### config.mk
export PLATFORM = sky130hd
export DESIGN_NAME = stopwatch_ctrl
export DESIGN_NICKNAME = d
export VERILOG_FILES = /design/src/rtl/stopwatch_pkg.sv /design/src/rtl/stopwatch_tick.sv /design/src/rtl/stopwatch_ctrl.sv
export SDC_FILE = /design/constraint.sdc
export NUM_CORES = 1
export LEC_CHECK = 0
export BUFFER_PORTS_ARGS = -buffer_cell sky130_fd_sc_hd__buf_2
export CAP_MARGIN = 10
export CORE_UTILIZATION = 30
export DETAILED_ROUTE_END_ITERATION = 8
export GPL_TIMING_DRIVEN = 0
export HOLD_SLACK_MARGIN = 0.12
export PLACE_DENSITY_LB_ADDON = 0.12
export RECOVER_POWER = 25
export SLEW_MARGIN = 25
export SYNTH_ARGS = -nofsm -noshare
export SYNTH_HDL_FRONTEND = slang
export SYNTH_SLANG_ARGS = --single-unit
### constraint.sdc
create_clock -name sys_clk -period 4.56 [get_ports sys_clk]
set_clock_uncertainty 0.15 [all_clocks]
set_input_delay 0.228 -clock sys_clk [delete_from_list [all_inputs] [get_ports sys_clk]]
set_output_delay 0.228 -clock sys_clk [all_outputs]
set_load 0.1 [all_outputs]
### src/rtl/stopwatch_pkg.sv
// Shared types and constants for the stopwatch controller.
package stopwatch_pkg;

    typedef enum logic [1:0] {
        ST_IDLE = 2'd0,
        ST_RUN  = 2'd1,
        ST_STOP = 2'd2
    } sw_state_e;

    localparam logic [6:0] CS_MAX     = 7'd99;
    localparam logic [5:0] SEC_MAX    = 6'd59;
    localparam logic [6:0] MIN_MAX    = 7'd99;
    localparam logic [5:0] POINT_MASK = 6'b010100;

    // Packs MM:SS.CC into the decimal-weighted binary value the display expects.
    function automatic logic [19:0] to_display(input logic [6:0] mins,
                                               input logic [5:0] secs,
                                               input logic [6:0] cents);
        return 20'(mins) * 20'd10000 + 20'(secs) * 20'd100 + 20'(cents);
    endfunction

endpackage

### src/rtl/stopwatch_tick.sv
// 10 ms prescaler: counts only while run, holds otherwise, zeroed by clr.
module stopwatch_tick
    import stopwatch_pkg::*;
#(
    parameter int CNT_10MS_MAX = 499_999
) (
    input  logic sys_clk,
    input  logic sys_rst_n,
    input  logic run,
    input  logic clr,
    output logic tick
);

    localparam int CNT_W = (CNT_10MS_MAX > 0) ? $clog2(CNT_10MS_MAX + 1) : 1;
    localparam logic [CNT_W-1:0] CNT_TOP = CNT_W'(CNT_10MS_MAX);

    logic [CNT_W-1:0] cnt_q;
    logic [CNT_W-1:0] cnt_d;

    always_comb begin
        cnt_d = cnt_q;
        if (clr) begin
            cnt_d = '0;
        end else if (run) begin
            cnt_d = (cnt_q == CNT_TOP) ? '0 : cnt_q + CNT_W'(1);
        end
    end

    always_ff @(posedge sys_clk) begin
        if (!sys_rst_n) begin
            cnt_q <= '0;
        end else begin
            cnt_q <= cnt_d;
        end
    end

    assign tick = run && (cnt_q == CNT_TOP);

endmodule

### src/rtl/stopwatch_ctrl.sv
// Stopwatch controller: IDLE/RUN/STOP FSM, cascaded cs/sec/min counters, display value.
// Optional lap hold is compiled in with `define STOPWATCH_LAP_EN.
module stopwatch_ctrl
    import stopwatch_pkg::*;
#(
    parameter int CNT_10MS_MAX = 499_999
) (
    input  logic        sys_clk,
    input  logic        sys_rst_n,
    input  logic        key_start,
    input  logic        key_clr,
    input  logic        key_lap,
    output logic [19:0] data,
    output logic [5:0]  point,
    output logic        sign,
    output logic        seg_en,
    output sw_state_e   state_dbg
);

    sw_state_e   state_q, state_d;
    logic [6:0]  cs_q, cs_d;
    logic [5:0]  sec_q, sec_d;
    logic [6:0]  min_q, min_d;
    logic [19:0] data_q, data_d;
    logic [5:0]  point_q;
    logic        seg_en_q;
    logic        tick;

    // key_clr also zeroes the prescaler on the same edge it clears the counters.
    stopwatch_tick #(
        .CNT_10MS_MAX(CNT_10MS_MAX)
    ) u_tick (
        .sys_clk  (sys_clk),
        .sys_rst_n(sys_rst_n),
        .run      (state_q == ST_RUN),
        .clr      (key_clr || (state_q == ST_IDLE)),
        .tick     (tick)
    );

    always_comb begin
        state_d = state_q;
        if (key_clr) begin
            state_d = ST_IDLE;
        end else if (key_start) begin
            case (state_q)
                ST_IDLE: state_d = ST_RUN;
                ST_RUN:  state_d = ST_STOP;
                ST_STOP: state_d = ST_RUN;
                default: state_d = ST_IDLE;
            endcase
        end
    end

    always_comb begin
        cs_d  = cs_q;
        sec_d = sec_q;
        min_d = min_q;
        if (key_clr) begin
            cs_d  = '0;
            sec_d = '0;
            min_d = '0;
        end else if (tick) begin
            if (cs_q == CS_MAX) begin
                cs_d = '0;
                if (sec_q == SEC_MAX) begin
                    sec_d = '0;
                    min_d = (min_q == MIN_MAX) ? 7'd0 : min_q + 7'd1;
                end else begin
                    sec_d = sec_q + 6'd1;
                end
            end else begin
                cs_d = cs_q + 7'd1;
            end
        end
    end

`ifdef STOPWATCH_LAP_EN
    logic lap_q, lap_d;

    // Leaving RUN always drops the hold; the flag toggles only on a key_lap seen in RUN.
    always_comb begin
        lap_d = lap_q;
        if (state_d != ST_RUN) begin
            lap_d = 1'b0;
        end else if (key_lap && (state_q == ST_RUN)) begin
            lap_d = !lap_q;
        end
        data_d = lap_d ? data_q : to_display(min_q, sec_q, cs_q);
    end

    always_ff @(posedge sys_clk) begin
        if (!sys_rst_n) begin
            lap_q <= 1'b0;
        end else begin
            lap_q <= lap_d;
        end
    end
`else
    logic key_lap_unused;
    assign key_lap_unused = key_lap;

    always_comb begin
        data_d = to_display(min_q, sec_q, cs_q);
    end
`endif

    always_ff @(posedge sys_clk) begin
        if (!sys_rst_n) begin
            state_q  <= ST_IDLE;
            cs_q     <= '0;
            sec_q    <= '0;
            min_q    <= '0;
            data_q   <= '0;
            point_q  <= '0;
            seg_en_q <= 1'b0;
        end else begin
            state_q  <= state_d;
            cs_q     <= cs_d;
            sec_q    <= sec_d;
            min_q    <= min_d;
            data_q   <= data_d;
            point_q  <= POINT_MASK;
            seg_en_q <= 1'b1;
        end
    end

    assign data      = data_q;
    assign point     = point_q;
    assign sign      = 1'b0;
    assign seg_en    = seg_en_q;
    assign state_dbg = state_q;

endmodule

### Word level (Yosys, flattened, before mapping)

Cells that the tools add are included.

| storage, ports and cells | value |
|---|---|
| word-level logic and storage cells | 38 |
| bits of input ports | 5 |
| output and inout bits | 30 |
| bits in registers | 68 |

| cells by class | value |
|---|---|
| bitwise logic cells | 1 |
| muxes and demuxes | 7 |
| $mul | 2 |
| $add $sub $neg | 6 |
| equality and inequality tests | 6 |
| reduce and logical (&&, ||, !) cells | 8 |

Operators with widths:

| cell | number |
|---|---|
| adder 20 x 13 -> 20 bit | 1 |
| adder 20 x 7 -> 20 bit | 1 |
| adder 19 x 1 -> 19 bit (second input constant) | 1 |
| == test 19 bit (second input constant) | 1 |
| 2-to-1 mux 19 bit | 1 |
| multiplier 7 x 10 -> 16 bit (second input constant) | 1 |
| adder 7 x 1 -> 7 bit (second input constant) | 2 |
| == test 7 bit (second input constant) | 2 |
| 2-to-1 mux 7 bit | 2 |
| multiplier 6 x 5 -> 11 bit (second input constant) | 1 |
| adder 6 x 1 -> 6 bit (second input constant) | 1 |
| == test 6 bit (second input constant) | 1 |
| 2-to-1 mux 6 bit | 1 |
| OR reduction 2 bit | 3 |
| 2-to-1 mux 5 bit | 1 |
| one-hot mux 2 bit (2 select lines) | 1 |
| AND reduction 3 bit | 1 |
| == test 2 x 1 -> 1 bit (second input constant) | 1 |
| == test 2 bit (second input constant) | 1 |
| logical NOT 2 bit | 1 |
| AND reduction 2 bit | 1 |
| logical AND 1 bit | 1 |
| logical OR 1 bit | 1 |
| 2-to-1 mux 1 bit | 1 |
| inverter 1 bit | 1 |

### Longest topological paths before layout

Gate-level depths: netlist of run 1.

| depth | value |
|---|---|
| word-level depth | 3 |
| depth in mapped cells | 20 |
| depth with buffers taken out | 20 |

### Hierarchy

Synthesis of run 1 repeated with hierarchy kept, for this count alone.

| unflattened totals | value |
|---|---|
| cells, all modules | 515 |
| area total of the unflattened synthesis | 4775.8 sq um |

By module, submodules not included:

| module | area each (sq um) | instances | sequential area each (sq um) | cells an instance |
|---|---|---|---|---|
| stopwatch_ctrl | 3841.2 | 1 | 860.8 | 415 |
| stopwatch_tick | 934.6 | 1 | 380.4 | 100 |

### Least setup slack after synthesis of run 1

Ideal clock, no wire load.

| timing | value |
|---|---|
| path type | reg-to-reg |
| start point | reg min_q[4] |
| end point | reg data_q[18] (netlist: data[18]) |
| slack | 0.201 ns |
| path buffers | 0 |
| library setup time | 0.138 ns |
| clock period less this slack | 4.359 ns |
| data required time | 4.272 ns |
| arrival | 4.071 ns |
| cell stages (with the launch flop) | 16 |
| path through | dfxtp_1 inv_1 ha_1 inv_1 ha_1 inv_1 fa_1 inv_1 fa_1 ha_1 and3_1 a2111o_1 xor2_1 nand3_2 o311ai_0 o41ai_1 |

| between the ends | value |
|---|---|
| cells in the longest elaborated chain, start to end | 3 |

RTL lines:

| what | RTL line | RTL |
|---|---|---|
| from (decl) | stopwatch_ctrl.sv:23 | `logic [6:0] min_q, min_d;` |
| from (signal assigned) | stopwatch_ctrl.sv:120 | `min_q <= min_d;` |
| multiplier 7 x 10 -> 16 bit | stopwatch_pkg.sv:19 | `return 20'(mins) * 20'd10000 + 20'(secs) * 20'd100 + 20'(cents);` |
| adder 20 x 13 -> 20 bit | stopwatch_pkg.sv:19 |  |
| adder 20 x 7 -> 20 bit | stopwatch_pkg.sv:19 |  |
| to (signal assigned) | stopwatch_ctrl.sv:121 | `data_q <= data_d;` |
| to (decl) | stopwatch_ctrl.sv:24 | `logic [19:0] data_q, data_d;` |

No other way between the ends.
A chain may end at the register's enable or synchronous reset.

### Final worst setup path of run 1

| timing | value |
|---|---|
| start point | reg min_q[1] |
| end point | reg data_q[17] (netlist: data[17]) |

The elaborated chain is that of the path after synthesis.

==> metrics.yaml, run 1 <==
status: "finished clean"
rr_startpoint: "min_q[1]"
syn_area_per_cell_sq_um: 8.99
dp.cells: 773
fp.coreArea_sq_mm: 0.0154
yosys-top-cells-area: "dfxtp_1, ha_1, xnor2_1"
post_drt_wl_per_cell_um: 12.4
grt_pass1_vias: 3398
die_w_um: 128
gp_congestion: 0.778
final_antenna_net_count: 0
synth.yosys.seq_area_share: 0.261
first_iter_violations: 158
synth_flop_cell: "dfxtp_1"
diodes: 0
worstMarginPinSlew_ns: 1.17
synthArstFlopShare: 0
wl_met1_um: 5060
ios: 35
num_vias: 3675
setup_viol: 0
grt_use_total: 0.129
clock_path_buffers: 2
p_per_area_mw_per_mm2: 229
top_layer: "met4"
ys_ff_latch: 62
synthCells: 530
wl_met3_um: 277
rows: 45
post-synth-top-area-cell: "dfxtp_1"
route.met2.wl_um: 4360
hpwl_um: 7720
cts.sinks: 62
synth_edf_count: 0
synth_compound_area_frac: 0.122
required_ns: 4.64
hp-start: "u_tick.cnt_q[1]"
finalNonFillerCells: 793
grt_overflow: 0
io_buffers: 28
mostFrequentLayoutCells: "ha_1, dfxtp_1, inv_1"
maxCapViolCount: 0
clock_latency_ns: 0.34
synth_xor_area_frac: 0.0938
cp.arrival_ns: 4.44
synth_warnings: 0
vdd_ir_drop_max_uv: 163
ys_types: 61
die-area_sq_mm: 0.0164
yosysTopAreaCellShare: 0.261
path_class: "flop to flop"
cp-start-kind: "flop"
numCtsBuffers: 9
cp-end-kind: "flop"
routed_wl_um: 9860
layout_commonest_cell: "ha_1"
max_freq_mhz: 229
r2r-end: "data[17]"
syn-cell-area_sq_mm: 0.00476
root_buffer: "clkbuf_16"
finalPower_mw: 1.30
holdPathEnd: "u_tick.cnt_q[1]"
syn_to_final_growth_pct: 19.3
min_path_cells: 2
slew_headroom: 0.225
initial_core_util: 0.310
synth_top_family_by_area: "adder cells"
h-tree-depth: 3
power.leakage_nw: 2.69
final_nets: 679
fill_cells: 1601
muxShareOfSynthArea: 0.00657
fin_crit_sh: 0.956
report.final.hold_viol_count: 0
grt_antenna_before_repair: 0
min_period_ns: 4.36
rr_worst_depth: 16
clkTransAtPathRegs_ns: 0.06
first_pass_iters: 4
rrSetupSlack_ns: 0.20
grt_pass1_wl_um: 16500
drive_gt1_frac: 0.122
cts_tree: "built"
path_max_fanout: 6
synth_simple_gate_area_frac: 0.183
vias_per_cell: 4.63
die_y_um: 128
slew_viol_final: 0
grt_start_max_net_pins: 13
synth-adder-area-share: 0.275
drcViolationCount: 0
min_path_type: "flop to flop"
metal layers:
metal | GRT usage | up-vias
li1 | - | 1947
met3 | 0.0326 | 11
met2 | 0.202 | 38
met5 | 0 | -
met4 | 0.0519 | 0
met1 | 0.170 | 1679
power by group:
part	total [mW]	switching, mW	internal [mW]
Sequential	0.544	0.00156	0.542
Clock	0.700	0.259	0.441
Combinational	0.0574	0.0458	0.0116
cell usage after synthesis (all sizes together) (2+ instances only):
cell / number
nand3: 12
and4b: 2
a31o: 2
nor2b: 3
mux2i: 2
o21a: 2
and3b: 2
a21oi: 26
o21bai: 2
clkbuf: 6
o21ai: 18
nand2b: 2
a211oi: 5
nand4: 12
inv: 49
or3: 4
and2b: 2
xor2: 18
a221oi: 2
a21o: 11
nor4b: 2
or2b: 2
a2111oi: 2
o31ai: 3
and3: 8
buf: 9
dfxtp: 62
nand2: 30
o211ai: 4
and2: 17
ha: 84
fa: 13
and4: 2
a311o: 2
nor2: 43
nor4: 5
xnor2: 33
nor3: 12
o211a: 2
per-stage QoR:
stage	setup WS, ns	TNS [ns]	utilization	hold WS (ns)	instance area [sq um]
2_1_floorplan	0.201	0	-	0.106	4780
3_3_place_gp	-0.346	-1.58	0.337	0.330	5180
3_5_place_dp	-0.357	-1.72	0.337	0.331	5180
4_1_cts	0.0144	0	0.362	0.350	5570
5_1_grt	-0.0449	-0.0528	0.370	0.366	5680
6_report	0.199	0	0.370	0.344	5680
final cells by class:
class	instances	area [sq um]	area share
Buffer	15	87.6	0.0154
Multi-Input combinational cell	408	3430	0.604
Clock inverter	6	70.1	0.0123
Clock buffer	10	239	0.0421
Timing Repair Buffer	32	151	0.0266
Tap cell	211	264	0.0465
Inverter	49	184	0.0324
Sequential cell	62	1250	0.221
critical path, cell delays in order (launching register included):
cell,delay [ns]
dfxtp_1,0.37
fa_1,0.55
inv_1,0.05
fa_1,0.53
inv_1,0.04
ha_1,0.29
ha_1,0.38
a21oi_2,0.20
xnor2_2,0.15
ha_4,0.24
ha_4,0.26
a21oi_2,0.16
and2b_1,0.19
a311o_1,0.36
nand4_1,0.10
xor2_1,0.06
and2_1,0.17
state kept, by name (all words and copies together) (netlist names):
register	count
cs_q	7
state_dbg	2
min_q	7
data	20
point	1
u_tick.cnt_q	19
sec_q	6
cells by family after synthesis:
logic type / count (synthesis)
other: 1
AOI/OAI and AO/OA: 88
buffers and inverters: 64
xor gates and xnor gates: 51
adders and majority gates: 97
muxes: 3
DFF: 62
and+or+nand+nor: 164
worst max path at each step:
stage | startpoint | to | slack (ns) | cells after the start
2_1_floorplan | min_q[4] | data[18] | 0.20 | 15
3_3_place_gp | sec_q[0] | data[17] | -0.35 | 19
3_5_place_dp | sec_q[0] | data[17] | -0.36 | 17
4_1_cts | sec_q[2] | data[17] | 0.01 | 18
5_1_grt | sec_q[1] | data[17] | -0.04 | 19
6_report | min_q[1] | data[17] | 0.20 | 16
timing repair:
action,CTS,global route
pin swaps,3,5
hold buffers,3,0
resized for setup,14,21
setup buffers,0,1
hold endpoints to repair,6,0
endpoints found under the setup margin,8,8
No activity file was read; power rests on OpenSTA's default activity.
==> inputs of run 2 (changes only) <==
CORE_UTILIZATION = 50   (was 30)
==> run 2 against run 1 <==
  * Clock power is 22% lower
  * Global-route usage is 6.9 points higher
  * Largest cell class unchanged
  * Register-to-register slack hardly changed
  * Core utilization is 22 points higher
  * Via count is 0.68% higher
  * Critical path type unchanged
  * Fmax is 0.31% lower
  * Highest routed layer unchanged
  * Non-clock buffer count is 1 higher
  * Critical path depth is 1 lower
  * Critical endpoint is now data[16]
==> metrics.yaml, run 2 (synthesized netlist as in run 1, its figures left out) <==
status: "finished clean"
fill_cells: 831
numCtsBuffers: 9
report.final.hold_viol_count: 0
clock_path_buffers: 2
cp-end-kind: "flop"
setup_viol: 0
slew_viol_final: 0
diodes: 0
drive_gt1_frac: 0.117
ios: 35
p_per_area_mw_per_mm2: 210
min_path_cells: 2
grt_pass1_vias: 3512
min_path_type: "flop to flop"
root_buffer: "clkbuf_8"
place_area_sq_mm: 0.00508
vdd_ir_drop_max_uv: 133
first_iter_violations: 90
io_buffers: 28
first_pass_iters: 4
cts_tree: "built"
worstMarginPinSlew_ns: 1.17
maxCapViolCount: 0
h-tree-depth: 3
min_period_ns: 4.37
dp_slack_ns: -0.213
post_drt_wl_per_cell_um: 12.7
power_frac_comb: 0.050
fin_crit_sh: 0.959
die-area_sq_mm: 0.00992
rr_worst_depth: 15
gp_congestion: 0.796
switchingPower_mw: 0.280
p_int_mw: 0.864
clkPwrFrac: 0.476
die_y_um: 99.6
largest_register_ffs: 20
grt_start_max_net_pins: 13
num_vias: 3700
cp.arrival_ns: 4.47
grt_pass1_wl_um: 15900
pwr-share-seq: 0.474
cts.sinks: 62
layout_commonest_cell: "ha_1"
slew_headroom: 0.223
syn_to_final_growth_pct: 14.5
max_freq_mhz: 229
hpwl_um: 7020
switching_share: 0.245
routed_wl_um: 9070
fp.coreArea_sq_mm: 0.00924
grt_use_total: 0.199
post-route-cell-area_sq_mm: 0.00545
path_class: "flop to flop"
final_antenna_net_count: 0
mostFrequentLayoutCells: "ha_1, dfxtp_1, inv_1"
cp-start-kind: "flop"
die_w_um: 99.6
grt_antenna_before_repair: 0
rows: 35
vias_per_cell: 5.20
power.leakage_nw: 2.65
clkTransAtPathRegs_ns: 0.07
required_ns: 4.65
fin_ws_ns: 0.185
grt_overflow: 0
initial_core_util: 0.515
drcViolationCount: 0
multi_input_area_sq_mm: 0.00338
final_nets: 680
path_max_fanout: 6
seq_area_sq_mm: 0.00126
clock_latency_ns: 0.35
run 2: cell count changes in the layout (fill, tap and decap cells not counted), moves of 3 or more:
cell       change
clkbuf_8       +8
clkbuf_16      -9
buf_2          +4
clkbuf_1       -3
run 2: worst paths after layout:
kind	startpoint	end	slack, ns
setup / recovery	min_q[1]	data[16]	0.19
hold / removal	u_tick.cnt_q[1]	u_tick.cnt_q[1]	0.35
setup reg to reg	min_q[1]	data[16]	0.19
hold reg to reg	u_tick.cnt_q[1]	u_tick.cnt_q[1]	0.35
run 2: area by class of cell:
class / instances / area share
inverters: 49 / 0.0337
repair buffers: 33 / 0.0301
well taps: 129 / 0.0296
clock buffers: 10 / 0.0234
flip-flops and latches: 62 / 0.230
clock inverters: 6 / 0.0172
plain buffers: 15 / 0.0161
multi-input cells: 408 / 0.620
run 2: layer usage:
layer	wire, um	up-vias	part of all wire	GRT usage
met5	0	-	0	0
met4	116	0	0.013	0.0611
met2	4030	50	0.44	0.327
met1	4640	1697	0.51	0.263
li1	-	1940	-	-
met3	283	13	0.031	0.0387
run 2: repair_timing:
action / 4_1_cts / 5_1_grt
hold endpoints to repair: 6 / 0
hold buffers: 3 / 0
setup buffers: 0 / 2
pin swaps: 0 / 5
gates resized for setup: 10 / 19
endpoints found under the setup margin: 7 / 8
run 2: stage by stage:
stage | std cells | power [mW] | util | setup TNS (ns) | hold slack (ns)
after floorplan | 534 | 0.603 | - | 0 | 0.106
after global placement | 691 | 0.611 | 0.550 | -0.671 | 0.314
after detailed placement | 691 | 0.612 | 0.550 | -0.747 | 0.316
after CTS | 710 | 1.16 | 0.579 | 0 | 0.351
after global routing | 712 | 1.19 | 0.590 | -0.0330 | 0.377
final | 712 | 1.14 | 0.590 | 0 | 0.350
run 2: critical path: stages (launching register included):
cell     delay (ns)
dfxtp_1        0.38
fa_1           0.55
inv_1          0.05
fa_1           0.54
inv_1          0.05
ha_1           0.29
ha_1           0.37
xor2_1         0.18
ha_1           0.30
ha_1           0.37
a21o_1         0.19
a21o_1         0.17
a31o_2         0.24
a21oi_4        0.20
o21ai_0        0.11
o211a_1        0.13
run 2: power by group through the flow:
stage | combinational [mW] | clock [mW] | sequential (mW)
detailed placement | 0.0553 | 0 | 0.557
CTS | 0.0573 | 0.561 | 0.543
floorplan | 0.0392 | 0 | 0.564
finish | 0.0569 | 0.544 | 0.542
global placement | 0.0549 | 0 | 0.556
global route | 0.0599 | 0.587 | 0.542
==> inputs of run 3 (changes only) <==
CELL_PAD_IN_SITES_DETAIL_PLACEMENT = 0   (was unset)
CELL_PAD_IN_SITES_GLOBAL_PLACEMENT = 1   (was unset)
GPL_ROUTABILITY_DRIVEN = 0   (was unset)
clock period = 5.1 ns   (was 4.56 ns; I/O delays follow)
==> run 3 against run 2 <==
  * Setup slack improved by 0.11 ns
  * Die area did not move
  * Critical endpoint is now data[17]
  * Sequential cell count did not move
  * Largest cell class unchanged
  * Hold slack improved by 0.012 ns
==> metrics.yaml, run 3 (synthesized netlist as in run 1, its figures left out) <==
status: "finished clean"
io_buffers: 28
utilization: 0.575
finalNonFillerCells: 710
syn_to_final_growth_pct: 11.6
final_antenna_net_count: 0
max_freq_mhz: 208
first_iter_violations: 95
post_drt_wl_per_cell_um: 12.9
rows: 35
clkTransAtPathRegs_ns: 0.08
worst-path-buf-inv: 1
clock_path_buffers: 2
die_w_um: 99.6
cp-start-kind: "flop"
power.leakage_nw: 2.63
vdd_ir_drop_max_uv: 135
hpwl_um: 7160
wl_met1_um: 4390
numCtsBuffers: 9
layout_commonest_cell: "ha_1"
die_y_um: 99.6
clock_latency_ns: 0.35
worstMarginPinSlew_ns: 1.18
slew_viol_final: 0
cp.arrival_ns: 4.90
slew_headroom: 0.220
grt_antenna_before_repair: 0
max_stage_delay_ns: 0.50
maxCapViolCount: 0
first_pass_iters: 4
cp-end-kind: "flop"
ios: 35
drive_gt1_frac: 0.0809
path_class: "flop to flop"
grt_pass1_vias: 3479
h-tree-depth: 3
routed_wl_um: 9130
path_max_fanout: 8
largest_register_ffs: 20
die-area_sq_mm: 0.00992
setup_viol: 0
grt_start_max_net_pins: 13
fin_crit_sh: 0.942
place_area_sq_mm: 0.00508
cts_tree: "built"
wl_met3_um: 213
path_cells: "ha_2 -> ha_1 -> ha_1 -> inv_1 -> fa_1 -> nor2b_1 -> o21ai_0 -> a21boi_0 -> nor2_1 -> ha_1 -> ha_1 -> a2111oi_0 -> o21ai_0 -> a311o_1 -> nand4_1 -> xor2_1 -> and2_1"
vias_per_cell: 5.20
grt_use_total: 0.200
grt_overflow: 0
post-route-cell-area_sq_mm: 0.00532
finalPower_mw: 1.05
diodes: 0
num_vias: 3691
final_nets: 678
route.met2.wl_um: 4410
grt_pass1_wl_um: 15800
root_buffer: "clkbuf_8"
fill_cells: 875
fin_tns_setup_ns: 0
min_period_ns: 4.80
fp.coreArea_sq_mm: 0.00924
report.final.hold_viol_count: 0
path_common_cell: "ha_1"
cp_top_family: "adder cells"
required_ns: 5.20
cp_slowest_cell: "dfxtp_1"
initial_core_util: 0.515
rsz0062_at_grt: "no"
cts.sinks: 62
dp.cells: 691
top_layer: "met4"
min_path_type: "flop to flop"
mostFrequentLayoutCells: "ha_1, dfxtp_1, inv_1"
drcViolationCount: 0
p_per_area_mw_per_mm2: 197
## run 3: area by class of cell
| class | instances | area (sq um) | area share |
|---|---|---|---|
| repair buffers | 31 | 144 | 0.0271 |
| plain buffers | 15 | 87.6 | 0.0165 |
| clock buffers | 10 | 138 | 0.0259 |
| multi-input cells | 408 | 3270 | 0.614 |
| clock inverters | 6 | 93.8 | 0.0177 |
| well taps | 129 | 161 | 0.0304 |
| flip-flops and latches | 62 | 1240 | 0.233 |
| inverters | 49 | 184 | 0.0346 |
## run 3: stage by stage
step	worst slack (ns)	hold slack, ns
2_1_floorplan	0.741	0.133
3_3_place_gp	0.350	0.330
3_5_place_dp	0.228	0.343
4_1_cts	0.211	0.359
5_1_grt	0.0262	0.389
6_report	0.296	0.362
## run 3: power breakdown
part	internal, mW	switching, mW
sequential	0.485	0.00134
clock	0.292	0.217
combinational	0.0104	0.0408
total	0.787	0.260
## run 3: repair_timing
item / 4_1_cts / 5_1_grt
hold endpoints to repair: 6 / 0
gates resized for setup: 0 / 1
buffers inserted: 0 / 0
setup endpoints to repair: 0 / 3
hold buffers: 3 / 0
## run 3: worst min-delay path, cell delays in order (launching register included)
cell and delay (ns):
dfxtp_1 0.33, inv_1 0.05, a221oi_1 0.07
## run 3: final timing paths
check,from,to,slack (ns),cells past startpoint
max,sec_q[0],data[17],0.30,17
min,u_tick.cnt_q[1],u_tick.cnt_q[1],0.36,2
max reg2reg,sec_q[0],data[17],0.30,17
min reg2reg,u_tick.cnt_q[1],u_tick.cnt_q[1],0.36,2
## run 3: layer usage
metal | vias up | GRT usage
li1 | 1931 | -
met1 | 1703 | 0.248
met2 | 45 | 0.351
met3 | 12 | 0.0337
met4 | 0 | 0.0645
met5 | - | 0
